$ cat config.mk
export PLATFORM = sky130hd
export DESIGN_NAME = mem_port_arbiter
export DESIGN_NICKNAME = d
export VERILOG_FILES = /design/src/rtl/mem_arb_pkg.sv /design/src/rtl/arb_watchdog.sv /design/src/rtl/mem_port_arbiter.sv
export SDC_FILE = /design/constraint.sdc
export NUM_CORES = 1
export LEC_CHECK = 0
export ABC_AREA = 1
export CAP_MARGIN = 20
export CORE_AREA = 2 2 147 106
export DETAILED_ROUTE_END_ITERATION = 10
export DIE_AREA = 0 0 149 108
export GPL_TIMING_DRIVEN = 0
export PLACE_DENSITY = 0.79
export SLEW_MARGIN = 20
export SYNTH_ARGS = -nofsm -noshare
export SYNTH_HDL_FRONTEND = slang
export SYNTH_SLANG_ARGS = --single-unit
$ cat constraint.sdc
create_clock -name clk -period 1.7 [get_ports clk]
set_input_delay 0.51 -clock clk [delete_from_list [all_inputs] [get_ports clk]]
set_output_delay 0.51 -clock clk [all_outputs]
set_load 0.03 [all_outputs]
$ cat src/rtl/mem_arb_pkg.sv
// Shared types for the unified-memory port arbiter.
// State encoding and the access-width code used for instruction fetches.
package mem_arb_pkg;

    typedef enum logic [1:0] {
        IDLE   = 2'd0,
        BUSY_I = 2'd1,
        BUSY_D = 2'd2,
        DRAIN  = 2'd3
    } arb_state_t;

    // Fetches are always full-word accesses.
    localparam logic [2:0] MW_WORD = 3'b010;

endpackage

$ cat src/rtl/arb_watchdog.sv
// Purpose: sticky error when an outstanding memory request waits too long for mem_ack.
// Latency: err rises in the TIMEOUT-th consecutive wait cycle (registered, set one edge earlier).
// Backpressure: none; observation only, never blocks the access in flight.
module arb_watchdog #(
    parameter int TIMEOUT = 64
) (
    input  logic clk,
    input  logic rst_n,
    input  logic mem_req,
    input  logic mem_ack,
    output logic err
);

    localparam int CW = $clog2(TIMEOUT);

    logic [CW-1:0] wait_cnt;

    // wait_cnt holds the number of wait cycles already completed, so the flag is
    // registered at the end of wait cycle TIMEOUT-1 and is visible during cycle TIMEOUT.
    always_ff @(posedge clk or negedge rst_n) begin
        if (!rst_n) begin
            wait_cnt <= '0;
            err      <= 1'b0;
        end else begin
            if (mem_ack) begin
                wait_cnt <= '0;
            end else if (mem_req) begin
                if (wait_cnt != CW'(TIMEOUT - 1))
                    wait_cnt <= wait_cnt + CW'(1);
                if (wait_cnt >= CW'(TIMEOUT - 2))
                    err <= 1'b1;
            end
        end
    end

endmodule

$ cat src/rtl/mem_port_arbiter.sv
// Purpose: shares one single-ported memory between the fetch port and the load/store port.
// Latency: grant cycle, then mem_req held until mem_ack; x_valid/x_rdata the cycle after the ack.
// Backpressure: stall_if/stall_mem held high until the ack cycle of the requester's own access.
module mem_port_arbiter #(
    parameter int AW      = 32,
    parameter int DW      = 32,
    parameter int TIMEOUT = 64
) (
    input  logic          clk,
    input  logic          rst_n,
    input  logic          i_req,
    input  logic [AW-1:0] i_addr,
    input  logic          i_kill,
    output logic          i_valid,
    output logic [DW-1:0] i_rdata,
    input  logic          d_req,
    input  logic          d_we,
    input  logic [2:0]    d_width,
    input  logic [AW-1:0] d_addr,
    input  logic [DW-1:0] d_wdata,
    output logic          d_valid,
    output logic [DW-1:0] d_rdata,
    output logic          stall_if,
    output logic          stall_mem,
    output logic          mem_req,
    output logic          mem_we,
    output logic [2:0]    mem_width,
    output logic [AW-1:0] mem_addr,
    output logic [DW-1:0] mem_wdata,
    input  logic          mem_ack,
    input  logic [DW-1:0] mem_rdata,
    output logic          err
);

    import mem_arb_pkg::*;

    arb_state_t state;

    always_ff @(posedge clk or negedge rst_n) begin
        if (!rst_n) begin
            state     <= IDLE;
            mem_req   <= 1'b0;
            mem_we    <= 1'b0;
            mem_width <= '0;
            mem_addr  <= '0;
            mem_wdata <= '0;
            i_valid   <= 1'b0;
            d_valid   <= 1'b0;
            i_rdata   <= '0;
            d_rdata   <= '0;
        end else begin
            i_valid <= 1'b0;
            d_valid <= 1'b0;
            unique case (state)
                IDLE: begin
                    // Data wins: it belongs to the older instruction in the pipe.
                    if (d_req) begin
                        state     <= BUSY_D;
                        mem_req   <= 1'b1;
                        mem_we    <= d_we;
                        mem_width <= d_width;
                        mem_addr  <= d_addr;
                        mem_wdata <= d_wdata;
                    end else if (i_req && !i_kill) begin
                        state     <= BUSY_I;
                        mem_req   <= 1'b1;
                        mem_we    <= 1'b0;
                        mem_width <= MW_WORD;
                        mem_addr  <= i_addr;
                        mem_wdata <= '0;
                    end
                end
                BUSY_I: begin
                    if (mem_ack) begin
                        state   <= IDLE;
                        mem_req <= 1'b0;
                        if (!i_kill) begin
                            i_valid <= 1'b1;
                            i_rdata <= mem_rdata;
                        end
                    end else if (i_kill) begin
                        // The memory cannot abort, so wait out the ack and drop it.
                        state <= DRAIN;
                    end
                end
                BUSY_D: begin
                    if (mem_ack) begin
                        state   <= IDLE;
                        mem_req <= 1'b0;
                        d_valid <= 1'b1;
                        d_rdata <= mem_rdata;
                    end
                end
                DRAIN: begin
                    if (mem_ack) begin
                        state   <= IDLE;
                        mem_req <= 1'b0;
                    end
                end
                default: state <= IDLE;
            endcase
        end
    end

    assign stall_if  = i_req & ~((state == BUSY_I) & mem_ack & ~i_kill);
    assign stall_mem = d_req & ~((state == BUSY_D) & mem_ack);

    arb_watchdog #(
        .TIMEOUT (TIMEOUT)
    ) u_wdog (
        .clk     (clk),
        .rst_n   (rst_n),
        .mem_req (mem_req),
        .mem_ack (mem_ack),
        .err     (err)
    );

endmodule

==> results of run 1 <==
## power breakdown
part | internal (mW) | switching (mW)
logic | 2.82 | 5.49
registers | 4.96 | 0.868
clock network | 2.11 | 1.57
## sequential cells by signal (all words and copies together), names as in the netlist
| register | flops |
|---|---|
| u_wdog.err | 1 |
| state | 2 |
| d_rdata | 32 |
| mem_we | 1 |
| mem_wdata | 32 |
| i_rdata | 32 |
| mem_req | 1 |
| d_valid | 1 |
| u_wdog.wait_cnt | 6 |
| mem_addr | 32 |
| i_valid | 1 |
| mem_width | 3 |
## worst reg2reg max path, delay by kind of cell (launching register included)
kind	cells	cell delay, ns
flops	1	0.39
compound gates	1	0.20
simple gates	2	0.30
buf+inv	3	0.52
## repair_timing
item	in CTS	in global routing
resized for setup	228	140
pin swaps	1	1
endpoints found under the setup margin	138	118
buffers inserted	3	2
## routing by layer
metal  GRT usage  vias to the layer above  routed length [um]
li1            -                     2537                   -
met1       0.267                     2485                7450
met2       0.362                      215                8150
met3      0.0987                       25                1840
met4      0.0741                        0                 350
met5           0                        -                   0
## metrics by stage
step | setup TNS [ns] | power [mW] | std cells
final | -0.373 | 17.8 | 1093
after global routing | -0.508 | 18.9 | 1093
after detailed placement | -31.44 | 15.3 | 1057
after floorplan | 0 | 11.0 | 587
after global placement | -839.87 | 15.1 | 1056
after CTS | -0.504 | 18.1 | 1092
## Yosys cell counts (all sizes together)
cell type and count:
o21ai 69, a31oi 1, nand3 10, nand2 154
o2111ai 1, inv 50, or2 32, dfrtp 144
ha 2, nor2 13, nand3b 1, o22a 1
o21bai 1, clkbuf 9, a22o 35, a21oi 1
xor2 1, o211ai 33, buf 27, nand4 2
## worst min path at each step
stage | endpoint | slack (ns) | cells after the start
3_5_place_dp | mem_addr[2] | 0.46 | 2
5_1_grt | mem_addr[5] | 0.06 | 1
4_1_cts | mem_addr[5] | 0.05 | 1
3_3_place_gp | u_wdog.err | 0.45 | 2
2_1_floorplan | d_rdata[0] | 0.21 | 0
6_report | mem_addr[5] | 0.02 | 1
## layout by cell type (no fill, tap or decap), drive strengths merged
cell type	n
bufinv	1
xor2	1
nand4	2
nand3	10
o211ai	33
o21ai	69
o2111ai	1
dfrtp	144
or2	32
a21oi	1
ha	2
nor2	13
a31oi	1
clkinv	1
a22o	35
clkinvlp	3
clkdlybuf4s50	133
nand3b	1
dlygate4sd2	9
clkdlybuf4s15	60
o21bai	1
nand2	154
o22a	1
clkbuf	94
inv	59
buf	37
## final cells by class
class                           count  area (sq um)  area share
Sequential cell                   144          3600       0.389
Timing Repair Buffer              280          2460       0.266
Multi-Input combinational cell    357          1930       0.208
Clock buffer                       18           439      0.0474
Tap cell                          195           244      0.0264
Buffer                             35           235      0.0254
Inverter                           50           195      0.0211
Clock inverter                     14           144      0.0155
## cells by family (layout without fill, tap and decap cells)
| kind of cell | Yosys count | after routing | synth area share |
|---|---|---|---|
| AND/OR/NAND/NOR | 212 | 212 | 0.156 |
| flip-flops | 144 | 144 | 0.607 |
| AO/OA/AOI/OAI | 142 | 142 | 0.160 |
| buffers and inverters | 86 | 397 | 0.0707 |
| adder cells (fa/ha/maj) | 2 | 2 | 0.00422 |
| XOR/XNOR | 1 | 1 | 0.00148 |
==> qor.csv, run 1 <==
stage,metric,value,unit
worst_setup_path,cp_cell_sequence,nor2_4 > nand3_2 > buf_6 > inv_4 > nor2_2 > buf_6,
yosys,ys_seq_area_frac,0.607,
detailed_routing,ant_nets,0,
worst_setup_path,critPathKind,flip-flop to output pin,
clocking,cts.sinks,144,
sta,timing.hold.ws,0.0235,ns
sta,skew,0.00999,ns
worst_setup_path,startpoint,state[1],
sta,setup_viol,2,
floorplan,die_h,108,um
worst_setup_path,endpoint_kind,output pin,
detailed_routing,viasPerCell,4.81,
grt,grt_max_degree,76,
power,leakage,4.55,nW
placed_design,io_buffers,274,
layout,nNetsFinal,1025,
sta,max_slew.worst_pin.slew,0.542,ns
layout,areaGrowthSynthToFinish,56.0,%
layout,drive_gt1_frac,0.207,
worst_setup_path,reg2reg_to,mem_wdata[13],
detailed_routing,dr.pass1.iters,4,
detailed_routing,drt_wl_total,17800,um
worst_setup_path,crit_required,1.19,ns
power,powerDensity,1930,nW/um^2
clocking,cts-buffers-inserted,17,
worst_setup_path,crit_end,stall_if,
worst_setup_path,path_buf_inv,3,
floorplan,start_util,0.408,
worst_setup_path,critPathSlowestCell,dfrtp_2,
detailed_routing,drcViolationCount,0,
detailed_routing,vias,5262,
yosys,synthCells,587,
placed_design,gp_congestion,0.814,
floorplan,die_area,16100,sq um
outcome,status,"finished, violations left",
yosys,synth_warnings,0,
yosys,yosysTopAreaCellShare,0.607,
yosys,synth.top_cells.by_area,"dfrtp_1 61%, nand2_1 9.6%, a22o_1 5.2%, o211ai_1 4.2%, o21ai_0 3.8%",
sta,setup_slack,-0.191,ns
clocking,cts_hold_buf,0,
sta,rsz0062_at_grt,true,
yosys,synth_cell_types,31,
clocking,clk_latency,0.42,ns
sta,slew_violations,0,
placed_design,placed_area,8960,sq um
yosys,ys_ff_latch,144,
worst_setup_path,crit_path_frequent_cell,buf_6,
placed_design,dp_hpwl,13200,um
grt,overflow,0,
clocking,clk_pin_slew,0.07,ns
floorplan,placeableCoreArea,14500,sq um
worst_setup_path,crit_arrival,1.38,ns
yosys,syn-cell-area,5930,sq um
layout,utilization,0.637,
clocking,clock_path_buffers,2,
detailed_routing,drt_iter0_drc,277,
clocking,cts_max_level,4,
outcome,violations,negative setup slack,
power,vdd_drop_max,0.000928,V
sta,fmax,0.529,GHz
clocking,cts-root-buf,clkbuf_16,
worst_setup_path,cpPeakStageDelay,0.45,ns
worst_setup_path,reg2reg_depth,6,
floorplan,num_rows,37,
grt,grt_pass1_vias,5357,
yosys,syn_area_per_cell,10.1,sq um
grt,grtUsageTotal,0.223,
grt,antenna_found_initial,0,
worst_hold_path,hold_path.class,input port to async pin,
sta,fin_crit_sh,1.11,
layout,num_antenna_cells,0,
layout,post-route-cell-area,9260,sq um
floorplan,pin_count,276,
yosys,synth_largest_area_cell,dfrtp_1,
grt,grt_pass1_wl,27700,um
worst_setup_path,cp-start-kind,flip-flop,
worst_setup_path,crit-reg2reg-launch,state[0],
sta,relSlewSlack,0.638,
worst_setup_path,crit_cells,6,
yosys,syn-num-nets,727,
detailed_routing,avgRoutedWirePerCell,16.3,um
worst_setup_path,crit_fanout,4,
floorplan,dieWidth,149,um
layout,fillers,1243,
placed_design,place_ws,-1.09,ns
job,drv_cap,0,
worst_setup_path,cp_top_family,flip-flops,
worst_setup_path,r2r_setup_slack,0.21,ns
sta,min_period,1.89,ns
sta,hold_violations,0,
clocking,cts_tree,yes,
(Power assumes the default switching activity.)
==> run 2: changes to the inputs <==
Settings changed: HOLD_SLACK_MARGIN set to 0.06.
==> qor.csv, run 2 (synthesis gave the netlist of run 1 again) <==
stage,metric,value,unit
outcome,status,"finished, violations left",
outcome,violations,negative setup slack,
power,finalPower,17.8,mW
clocking,cts_tree,yes,
grt,grt_pass1_wl,27700,um
power,seqPwrFrac,0.327,
power,power_switching,7.93,mW
sta,min_period,1.89,ns
sta,fmax,0.529,GHz
worst_setup_path,reg2reg_depth,6,
grt,grt_pass1_vias,5360,
power,vdd_drop_max,0.000928,V
sta,setup_viol,2,
power,clock_power_share,0.206,
sta,relSlewSlack,0.639,
worst_hold_path,hold_path.class,input port to flip-flop,
sta,max_slew.worst_pin.slew,0.542,ns
detailed_routing,avgRoutedWirePerCell,16.3,um
sta,fin_crit_sh,1.11,
worst_setup_path,crit_arrival,1.38,ns
power,p_int,9.89,mW
placed_design,gp_congestion,0.814,
worst_setup_path,endpoint_kind,output pin,
detailed_routing,drt_wl_total,17800,um
grt,antenna_found_initial,0,
layout,drive_gt1_frac,0.207,
worst_setup_path,crit_required,1.19,ns
worst_setup_path,cp_cell_sequence,nor2_4 > nand3_2 > buf_6 > inv_4 > nor2_2 > buf_6,
clocking,clk_latency,0.42,ns
floorplan,die_area,16100,sq um
grt,grt_max_degree,76,
layout,areaGrowthSynthToFinish,56.2,%
placed_design,dp_hpwl,13200,um
clocking,cts.sinks,144,
detailed_routing,drcViolationCount,0,
floorplan,die_h,108,um
clocking,cts-root-buf,clkbuf_16,
layout,utilization,0.637,
layout,nNetsFinal,1026,
sta,slew_violations,0,
sta,skew,0.00997,ns
clocking,clock_path_buffers,2,
clocking,cts_max_level,4,
job,drv_cap,0,
layout,final_common_cell,nand2_1,
detailed_routing,ant_nets,0,
floorplan,num_rows,37,
layout,stdcell_count,1094,
worst_setup_path,crit_fanout,4,
grt,overflow,0,
power,p_sw_frac,0.445,
worst_setup_path,cp-start-kind,flip-flop,
worst_setup_path,cpPeakStageDelay,0.45,ns
placed_design,placed_cells,1057,
clocking,cts-buffers-inserted,17,
floorplan,placeableCoreArea,14500,sq um
worst_setup_path,crit_path_frequent_cell,buf_6,
detailed_routing,dr.pass1.iters,4,
worst_setup_path,critPathSlowestCell,dfrtp_2,
power,powerDensity,1920,nW/um^2
worst_hold_path,whs_path_depth,3,
floorplan,dieWidth,149,um
grt,grtUsageTotal,0.223,
sta,setup_slack,-0.191,ns
detailed_routing,vias,5273,
layout,num_antenna_cells,0,
detailed_routing,drt_iter0_drc,247,
detailed_routing,viasPerCell,4.82,
power,p_comb_frac,0.467,
clocking,clk_pin_slew,0.06,ns
placed_design,io_buffers,274,
floorplan,pin_count,276,
sta,hold_violations,0,
layout,final_cell_mix,"152 x nand2_1, 143 x dfrtp_1, 133 x clkdlybuf4s50_1",
power,leakage,4.55,nW
worst_setup_path,critPathKind,flip-flop to output pin,
floorplan,start_util,0.408,
sta,rsz0062_at_grt,true,
run 2: worst max-delay path: cells and delay by family (launching register included):
kind                   cells  cell delay [ns]
flip-flops                 1             0.45
AND/OR/NAND/NOR            3             0.21
buffers and inverters      3             0.31
run 2: layout make-up:
type                       count  area (sq um)
buffer                        35           235
clock inverter                14           144
fill                        1242          5270
sequential                   144          3600
multi-input combinational    357          1930
timing repair buffer         281          2470
inverter                      50           195
tap                          195           244
clock buffer                  18           439
run 2: per-layer routing:
layer | vias to the layer above | share of wire | global-route usage | routed length [um]
li1 | 2539 | - | - | -
met1 | 2494 | 0.42 | 0.267 | 7460
met2 | 213 | 0.46 | 0.362 | 8140
met3 | 27 | 0.10 | 0.0987 | 1830
met4 | 0 | 0.021 | 0.0741 | 368
met5 | - | 0 | 0 | 0
run 2: final timing paths:
path,endpoint,slack [ns],from
max reg2reg,mem_wdata[13],0.22,state[0]
min in group asynchronous,mem_addr[5],0.62,rst_n
min reg2reg,mem_addr[1],0.47,mem_addr[1]
max in group asynchronous,mem_width[2],0.32,rst_n
max,stall_if,-0.19,state[1]
min,mem_addr[22],0.44,d_req
run 2: repair_timing:
action / 4_1_cts / 5_1_grt
endpoints found under the hold margin: 7 / 0
gates resized for setup: 228 / 140
hold buffers: 1 / 0
setup endpoints to repair: 138 / 118
buffers inserted: 3 / 2
pin swaps: 1 / 1
run 2: power by group through the flow:
| stage | logic (mW) | clock network (mW) | registers, mW |
|---|---|---|---|
| after global routing | 8.95 | 3.92 | 6.01 |
| after global placement | 9.32 | 0 | 5.80 |
| after CTS | 8.61 | 3.75 | 5.78 |
| after floorplan | 2.24 | 0 | 8.73 |
| final | 8.31 | 3.68 | 5.83 |
| after detailed placement | 9.42 | 0 | 5.83 |
run 2: per-stage QoR:
stage               area, sq um  TNS (ns)  setup slack, ns  hold slack [ns]
floorplan                  5940         0           0.0273            0.214
global placement           8920   -839.87            -5.64            0.447
detailed placement         8960    -31.44            -1.09            0.464
CTS                        9500    -0.504           -0.268            0.430
global route               9270    -0.508           -0.260            0.426
finish                     9270    -0.373           -0.191            0.438
